$ cat src/rtl/rbm_stochastic_sampler_pkg.sv
// Shared definitions for the RBM stochastic sampler: FSM encoding, LFSR taps,
// per-channel seed derivation and packed-port slicing.
package rbm_stochastic_sampler_pkg;

    typedef enum logic [1:0] {
        ST_IDLE = 2'd0,
        ST_RUN  = 2'd1,
        ST_DONE = 2'd2
    } state_e;

    localparam logic [15:0] LFSR_TAPS   = 16'hB400;
    localparam logic [15:0] SEED_STRIDE = 16'h01D3;

    // An all-zero seed would lock the LFSR, so it is replaced by 1.
    function automatic logic [15:0] ch_seed(input logic [15:0] base, input int ch);
        logic [15:0] s;
        s = base + 16'(ch) * SEED_STRIDE;
        return (s == 16'h0000) ? 16'h0001 : s;
    endfunction

    function automatic logic [15:0] lfsr_next(input logic [15:0] s);
        return {1'b0, s[15:1]} ^ (s[0] ? LFSR_TAPS : 16'h0000);
    endfunction

endpackage

`define RBM_SLICE(vec, idx, w) vec[(idx)*(w) +: (w)]

$ cat src/rtl/rbm_lfsr16.sv
// 16-bit Galois LFSR with synchronous seed load and step enable; the seed is
// also the reset value. Only the low OUT_W bits are exported.
module rbm_lfsr16
    import rbm_stochastic_sampler_pkg::*;
#(
    parameter int OUT_W = 8
) (
    input  logic             clk_i,
    input  logic             rst_ni,
    input  logic [15:0]      seed_i,
    input  logic             load_i,
    input  logic             step_i,
    output logic [OUT_W-1:0] state_o
);

    logic [15:0] state_q, state_d;

    always_comb begin
        state_d = state_q;
        if (load_i) begin
            state_d = seed_i;
        end else if (step_i) begin
            state_d = lfsr_next(state_q);
        end
    end

    always_ff @(posedge clk_i or negedge rst_ni) begin
        if (!rst_ni) begin
            state_q <= seed_i;
        end else begin
            state_q <= state_d;
        end
    end

    assign state_o = state_q[OUT_W-1:0];

endmodule

$ cat src/rtl/rbm_stochastic_sampler.sv
// Multi-channel Bernoulli sampler: each accepted beat compares every channel's
// probability against its own LFSR and accumulates the 0/1 result into a saturating count.
module rbm_stochastic_sampler
    import rbm_stochastic_sampler_pkg::*;
#(
    parameter int          N_CH            = 5,
    parameter int          SIG_W           = 8,
    parameter int          CNT_W           = 12,
    parameter int          ITER_W          = 16,
    parameter logic [15:0] SEED_BASE       = 16'hACE1,
    parameter bit          RESEED_ON_START = 1'b1
) (
    input  logic                  clk_i,
    input  logic                  rst_ni,
    input  logic                  start_i,
    input  logic                  abort_i,
    input  logic [ITER_W-1:0]     iter_target_i,
    input  logic                  prob_valid_i,
    output logic                  prob_ready_o,
    input  logic [N_CH*SIG_W-1:0] prob_i,
    output logic [N_CH-1:0]       sample_o,
    output logic                  sample_valid_o,
    output logic [N_CH*CNT_W-1:0] count_o,
    output logic                  busy_o,
    output logic                  done_o
);

    state_e            state_q, state_d;
    logic [ITER_W-1:0] iter_q, beats_q;
    logic [N_CH-1:0]   sample_q, samp;
    logic              sample_valid_q;
    logic              start_ok, accept, last_beat, lfsr_load;

    assign start_ok  = (state_q == ST_IDLE) && start_i;
    assign accept    = prob_valid_i && prob_ready_o;
    // iter_q is never zero while in RUN, so iter_q-1 cannot wrap there.
    assign last_beat = accept && (beats_q == iter_q - 1'b1);
    assign lfsr_load = start_ok && RESEED_ON_START;

    always_ff @(posedge clk_i or negedge rst_ni) begin
        if (!rst_ni) begin
            state_q <= ST_IDLE;
        end else begin
            state_q <= state_d;
        end
    end

    always_comb begin
        state_d = state_q;
        case (state_q)
            ST_IDLE: begin
                if (start_i) begin
                    state_d = (iter_target_i == '0) ? ST_DONE : ST_RUN;
                end
            end
            ST_RUN: begin
                if (abort_i) begin
                    state_d = ST_IDLE;
                end else if (last_beat) begin
                    state_d = ST_DONE;
                end
            end
            ST_DONE: state_d = ST_IDLE;
            default: state_d = ST_IDLE;
        endcase
    end

    always_comb begin
        prob_ready_o = 1'b0;
        busy_o       = 1'b0;
        done_o       = 1'b0;
        case (state_q)
            ST_RUN: begin
                busy_o       = 1'b1;
                prob_ready_o = ~abort_i;
            end
            ST_DONE: done_o = 1'b1;
            default: ;
        endcase
    end

    always_ff @(posedge clk_i or negedge rst_ni) begin
        if (!rst_ni) begin
            iter_q         <= '0;
            beats_q        <= '0;
            sample_q       <= '0;
            sample_valid_q <= 1'b0;
        end else begin
            sample_valid_q <= accept;
            if (accept) begin
                sample_q <= samp;
            end
            if (start_ok) begin
                iter_q  <= iter_target_i;
                beats_q <= '0;
            end else if (accept) begin
                beats_q <= beats_q + 1'b1;
            end
        end
    end

    assign sample_o       = sample_q;
    assign sample_valid_o = sample_valid_q;

    for (genvar g = 0; g < N_CH; g++) begin : g_ch
        logic [SIG_W-1:0] p, r;
        logic [CNT_W-1:0] cnt_q, cnt_d;

        assign p = `RBM_SLICE(prob_i, g, SIG_W);

        rbm_lfsr16 #(.OUT_W(SIG_W)) u_lfsr (
            .clk_i   (clk_i),
            .rst_ni  (rst_ni),
            .seed_i  (ch_seed(SEED_BASE, g)),
            .load_i  (lfsr_load),
            .step_i  (accept),
            .state_o (r)
        );

        // All-ones probability means 1.0, which the strict compare alone cannot reach.
        assign samp[g] = (&p) | (r < p);

        always_comb begin
            cnt_d = cnt_q;
            if (start_ok) begin
                cnt_d = '0;
            end else if (accept && samp[g] && !(&cnt_q)) begin
                cnt_d = cnt_q + 1'b1;
            end
        end

        always_ff @(posedge clk_i or negedge rst_ni) begin
            if (!rst_ni) begin
                cnt_q <= '0;
            end else begin
                cnt_q <= cnt_d;
            end
        end

        assign `RBM_SLICE(count_o, g, CNT_W) = cnt_q;
    end

endmodule

$ cat config.mk
export PLATFORM = sky130hd
export DESIGN_NAME = rbm_stochastic_sampler
export DESIGN_NICKNAME = d
export VERILOG_FILES = /design/src/rtl/rbm_stochastic_sampler_pkg.sv /design/src/rtl/rbm_lfsr16.sv /design/src/rtl/rbm_stochastic_sampler.sv
export SDC_FILE = /design/constraint.sdc
export NUM_CORES = 1
export LEC_CHECK = 0
export ABC_AREA = 1
export BUFFER_PORTS_ARGS = -buffer_cell sky130_fd_sc_hd__buf_2
export CAP_MARGIN = 20
export CORE_MARGIN = 3
export CORE_UTILIZATION = 60
export CTS_BUF_LIST = sky130_fd_sc_hd__clkbuf_4 sky130_fd_sc_hd__clkbuf_8
export CTS_CLUSTER_DIAMETER = 100
export DETAILED_ROUTE_END_ITERATION = 10
export GPL_ROUTABILITY_DRIVEN = 0
export PLACE_DENSITY = 0.87
export SYNTH_ARGS = -nofsm -noshare
export SYNTH_HDL_FRONTEND = slang
export SYNTH_SLANG_ARGS = --single-unit
export TNS_END_PERCENT = 100
$ cat constraint.sdc
create_clock -name clk_i -period 2 [get_ports clk_i]
set_input_delay 0.3 -clock clk_i [delete_from_list [all_inputs] [get_ports clk_i]]
set_output_delay 0.3 -clock clk_i [all_outputs]
set_load 0.02 [all_outputs]
== Yosys cells after proc, flatten, opt, wreduce, memory -nomap -nowiden ==
Index checks and enable logic that the tools add are counted.
Word-level totals
  output and inout port bits: 69
  input port bits: 61
  register bits after elaboration: 180
  word-level logic and storage cells: 115
Operators by class
  mux-type cells: 35
  magnitude comparators: 5
  bitwise operators: 11
  $add $sub $neg: 7
  reductions and logical operators: 37
  eq/ne operators: 5
Operators by type and width (count)
  two-way mux 16 bit: 17
  two-way mux 12 bit: 10
  XOR 15 x 16 -> 16 bit: 5
  adder 12 x 1 -> 12 bit (second input constant): 5
  AND reduction 12 bit: 5
  < comparator 8 bit: 5
  AND reduction 8 bit: 5
  adder 16 x 1 -> 16 bit (second input constant): 1
  == test 16 bit: 1
  logical NOT 16 bit: 1
  subtractor 16 x 1 -> 16 bit (second input constant): 1
  logical AND 1 bit: 13
  nonzero test 2 bit: 6
  two-way mux 2 bit: 4
  logical NOT 1 bit: 5
  OR 1 bit: 5
  case mux 2 bit (2 select lines): 1
  two-way mux 1 bit: 3
  != test 3 bit (second input constant): 1
  == test 2 x 1 -> 1 bit (second input constant): 1
  == test 2 bit (second input constant): 1
  logical NOT 2 bit: 1
  != test 2 bit (second input constant): 1
  AND reduction 2 bit: 1
  NOT 1 bit: 1

== Logic depth before layout (Yosys ltp) ==
  depth after elaboration: 7
  mapped depth: 15
  gate-level depth less buffers: 15

== Worst setup path before layout ==
OpenSTA, ideal clock, no wires.
  kind: reg-to-reg
  from: reg g_ch[2].cnt_q[0]
  to: reg g_ch[2].cnt_q[6]
  setup time: 117 ps
  required time: 1883 ps
  clock period less this slack: 1987 ps
  stages on the path, launching flop included: 14
  path buffers: 1
  arrival time: 1869 ps
  setup slack: 13 ps
  cells stage by stage: dfrtp_1 ha_1 nand2_1 nor3b_2 nand3_2 nor2_2 nand2_2 nor2_4 nand2_2 nand3_4 nand2_4 buf_6 nand2_1 nand2_1
On the way
  cells in the longest elaborated chain, start to end: 4
  elaborated cells on any way between the ends: 7
  classes of those cells: add/sub: 1; mux: 2; reduce/logical: 4
RTL lines
  start, declared: line rbm_stochastic_sampler.sv:107  | logic [CNT_W-1:0] cnt_q, cnt_d;
  start signal, assigned: line rbm_stochastic_sampler.sv:136  | cnt_q <= cnt_d;
  branches (longest 4 deep; another with adder 12 x 1 -> 12 bit)
Several ways; the timed one is not identified. The select of a mux whose other input is x is not followed.
A chain may end at the register's enable or synchronous reset.

== Final worst setup path ==
  from: reg g_ch[0].u_lfsr.state_q[5]
  to: reg g_ch[0].cnt_q[0]
On the way
  cells in the longest elaborated chain, start to end: 5
RTL lines
  start, declared: line rbm_lfsr16.sv:16  | logic [15:0] state_q, state_d;
  start signal, assigned: line rbm_lfsr16.sv:29  | state_q <= seed_i;
  start signal, assigned: line rbm_lfsr16.sv:31  | state_q <= state_d;
  < comparator 8 bit: line rbm_stochastic_sampler.sv:121  | assign samp[g] = (&p) | (r < p);
  OR 1 bit: line rbm_stochastic_sampler.sv:121
  logical AND 1 bit (2 in a row): line rbm_stochastic_sampler.sv:127  | end else if (accept && samp[g] && !(&cnt_q)) begin
  nonzero test 2 bit (no line)
  end signal, assigned: line rbm_stochastic_sampler.sv:136
  end, declared: line rbm_stochastic_sampler.sv:107
No other way between the ends.

==> impl_results.md <==
- Syn_area_per_cell: 7.85 um2
- CP max stage cell: dfstp_2
- ANT nets after route: 0
- Async SR Flop Fraction: 100%
- Antenna violations before repair: 0
- Detailed-route wire length per cell: 15.4 um
- Final Hold Viols: 0
- Register area: 4560 um2
- H-tree levels: 4
- Vias: 9438
- Full die area: 18600 um2
- Netlist Area Pre-Place: 10200 um2
- CP arrival: 2.40 ns
- Cell with the most instances after synthesis: nand2_1
- Minimum clock period: 1.99 ns
- Multi-input gate area: 5180 um2
- Die X: 136 um
- Initial Util: 62.7%
- Slew margin rel.: 52.5%
- Core footprint: 16200 um2
- Reg2reg path depth: 11
- GRT Resource Usage Total: 27.2%
- Fillers: 1153
- Peak VDD IR: 0.000585 V
- Top_reg_cell synth: dfrtp_1
- Flops & latches, synth: 180
- Post-synthesis cell count: 1297
- Leakage: 6.36 nW
- Unrepaired setup endpoints after global routing: true
- CP required: 2.41 ns
- CTS sink count: 180
- Layout cells sized above 1: 23.5%
- Fmax: 502 MHz
- Hold Path Class: in2reg
- Finish-stage setup viols: 0
- Fin crit share: 99.6%
- Root Driver: clkbuf_8
- Number of nets in the layout: 1555
- Crit path capture type: register
- Number of flops mapped to enable cells by yosys: 0
- Antenna cells: 0
- DR DRC count: 0
- Hold depth: 3
- Largest net degree at the start of global routing: 66
- Die H: 136 um
- Post-synthesis sequential area ratio: 44.7%
- Run status: finished clean
- Worst hold slack: 0.0498 ns
- Yosys synthesis warning count: 0
- Top cells by area, synth: dfrtp_1 34%, nand2_1 12%, dfstp_2 10%
- Setup Skew: 0.0131 ns
- Vias in the first global route: 8967
- Detail Placement HPWL: 17200 um
- Area leader, netlist: dfrtp_1
- Max FO, Critical Path: 5
- Drt first-iter violations: 881
- Cell breakdown of the critical path: ha_4 > a21oi_2 > nor2_2 > a211oi_2 > nand2_1 > o21ai_4 > nand3_4 > nand2_4 > clkbuf_16 > nand2_2 > nand2_1
- CP Launch Type: register
- Power Density: 1220 nW/um2
- Pre-antenna DRT Iters: 6
- Worst-Margin Slew: 0.711 ns
- # IOs: 130
- Max clock buf depth: 2
- Number of buffers created by CTS: 17
- Critical path's largest stage delay: 0.56 ns
- Clock Pin Slew Worst Setup and Hold Paths: 0.10 ns
- Commonest cells in the netlist: 324 x nand2_1, 154 x nor2_1, 142 x inv_1
- Cell area after layout: 12200 um2
- Max-cap viol count: 0
- Share of the synthesized area in the top cell type: 34.4%
- Number of buffers inserted by port buffering: 129
- CP Class: reg2reg
- DRT Wirelength: 25900 um
- Most frequent CP cell: nand2_1
- Global route total overflow: 0
- CTS tree: built
- Synth-to-layout area growth: 20.1%
- First-pass GRT wire length: 41100 um
- Num rows: 46
- Clk_lat worst skew: 0.47 ns
- Post-synthesis net count: 1400
- Post-synth cell types: 41
- Area after DPL: 11300 um2
- Max-slew violation count: 0
- Drt via density: 5.61
==> per-layer routing <==
layer	part of all wire (%)	global-route usage, %	vias up
met3	6.6	4.89	60
met4	2.2	7.89	0
li1	-	-	4497
met1	40	35.4	4502
met2	51	46.8	379
met5	0	0	-
==> through the flow <==
| stage | TNS, ns | utilization (%) | worst slack, ns | cells | total power, W |
|---|---|---|---|---|---|
| final | 0 | 75.4 | 0.00868 | 1681 | 0.0150 |
| after global routing | -1.37 | 75.4 | -0.0918 | 1681 | 0.0160 |
| after CTS | 0 | 72.7 | 0.000321 | 1672 | 0.0144 |
| after detailed placement | -0.721 | 69.6 | -0.0976 | 1638 | 0.0117 |
| after global placement | -0.190 | 69.6 | -0.0396 | 1638 | 0.0113 |
| after floorplan | 0 | - | 0.0133 | 1297 | 0.00967 |
==> power by group <==
group	leakage, nW	internal, W	switching (W)
Sequential	2.29	0.00493	0.00119
Clock	0.216	0.00131	0.00138
Combinational	3.85	0.00242	0.00375
==> cell families after synthesis <==
logic type	after synthesis	share of synthesized area (%)
simple gates	654	27.9
buf+inv	198	7.71
flops	180	44.7
compound gates	153	8.44
xor+xnor	70	6.02
fa+ha+maj	42	5.16
==> layout make-up <==
type	count	area share [%]
multi-input cells	919	42.4
flip-flops and latches	180	37.3
repair buffers	182	9.96
inverters	152	4.68
well taps	216	2.21
clock buffers	20	2.10
clock inverters	12	1.41
==> critical path: cells and delay by family, from the launching register on <==
family                     cells  cell delay [ns]
DFF                            1             0.56
AOI/OAI and AO/OA              3             0.42
buffers and inverters          1             0.17
and+or+nand+nor                6             0.56
adders and majority gates      1             0.20
==> placed cells by master, fill, tap and decap left out, drive strengths merged, types with 24 or more instances in the layout <==
master,synthesis,final
a21oi,51,51
buf,26,178
o21ai,54,54
nand2,328,328
dfstp,40,40
inv,151,154
ha,42,42
dfrtp,140,140
xnor2,29,29
nand4,24,24
xor2,41,41
nand3,117,117
nor2,161,161
==> worst paths after layout <==
kind                                                           to  slack [ns]                                   from
max                                  g_ch[0].cnt_q[0]$_DFFE_PN0P_       0.009  g_ch[0].u_lfsr.state_q[5]$_DFFE_PN1P_
min                                        iter_q[10]$_DFFE_PN0P_        0.05                      iter_target_i[10]
max reg2reg                          g_ch[0].cnt_q[0]$_DFFE_PN0P_       0.009  g_ch[0].u_lfsr.state_q[5]$_DFFE_PN1P_
min reg2reg                 g_ch[3].u_lfsr.state_q[9]$_DFFE_PN1P_        0.48  g_ch[3].u_lfsr.state_q[9]$_DFFE_PN1P_
max in group asynchronous  g_ch[0].u_lfsr.state_q[11]$_DFFE_PN1P_        1.07                                 rst_ni
min in group asynchronous                  iter_q[10]$_DFFE_PN0P_        0.24                                 rst_ni
==> flip-flops by register name, summed over array words and instances (netlist names) <==
signal / cells
state_q: 2
iter_q: 16
sample_o: 5
sample_valid_o: 1
g_ch.cnt_q: 60
g_ch.u_lfsr.state_q: 80
beats_q: 16
==> what timing repair did <==
item | 4_1_cts | 5_1_grt
gates resized for setup | 9 | 77
buffers inserted | 0 | 6
pin swaps | 2 | 16
cloned | 1 | 3
hold endpoints to repair | 44 | 0
hold buffers | 1 | 0
endpoints found under the setup margin | 46 | 63
No activity file was read; power rests on OpenSTA's default activity.
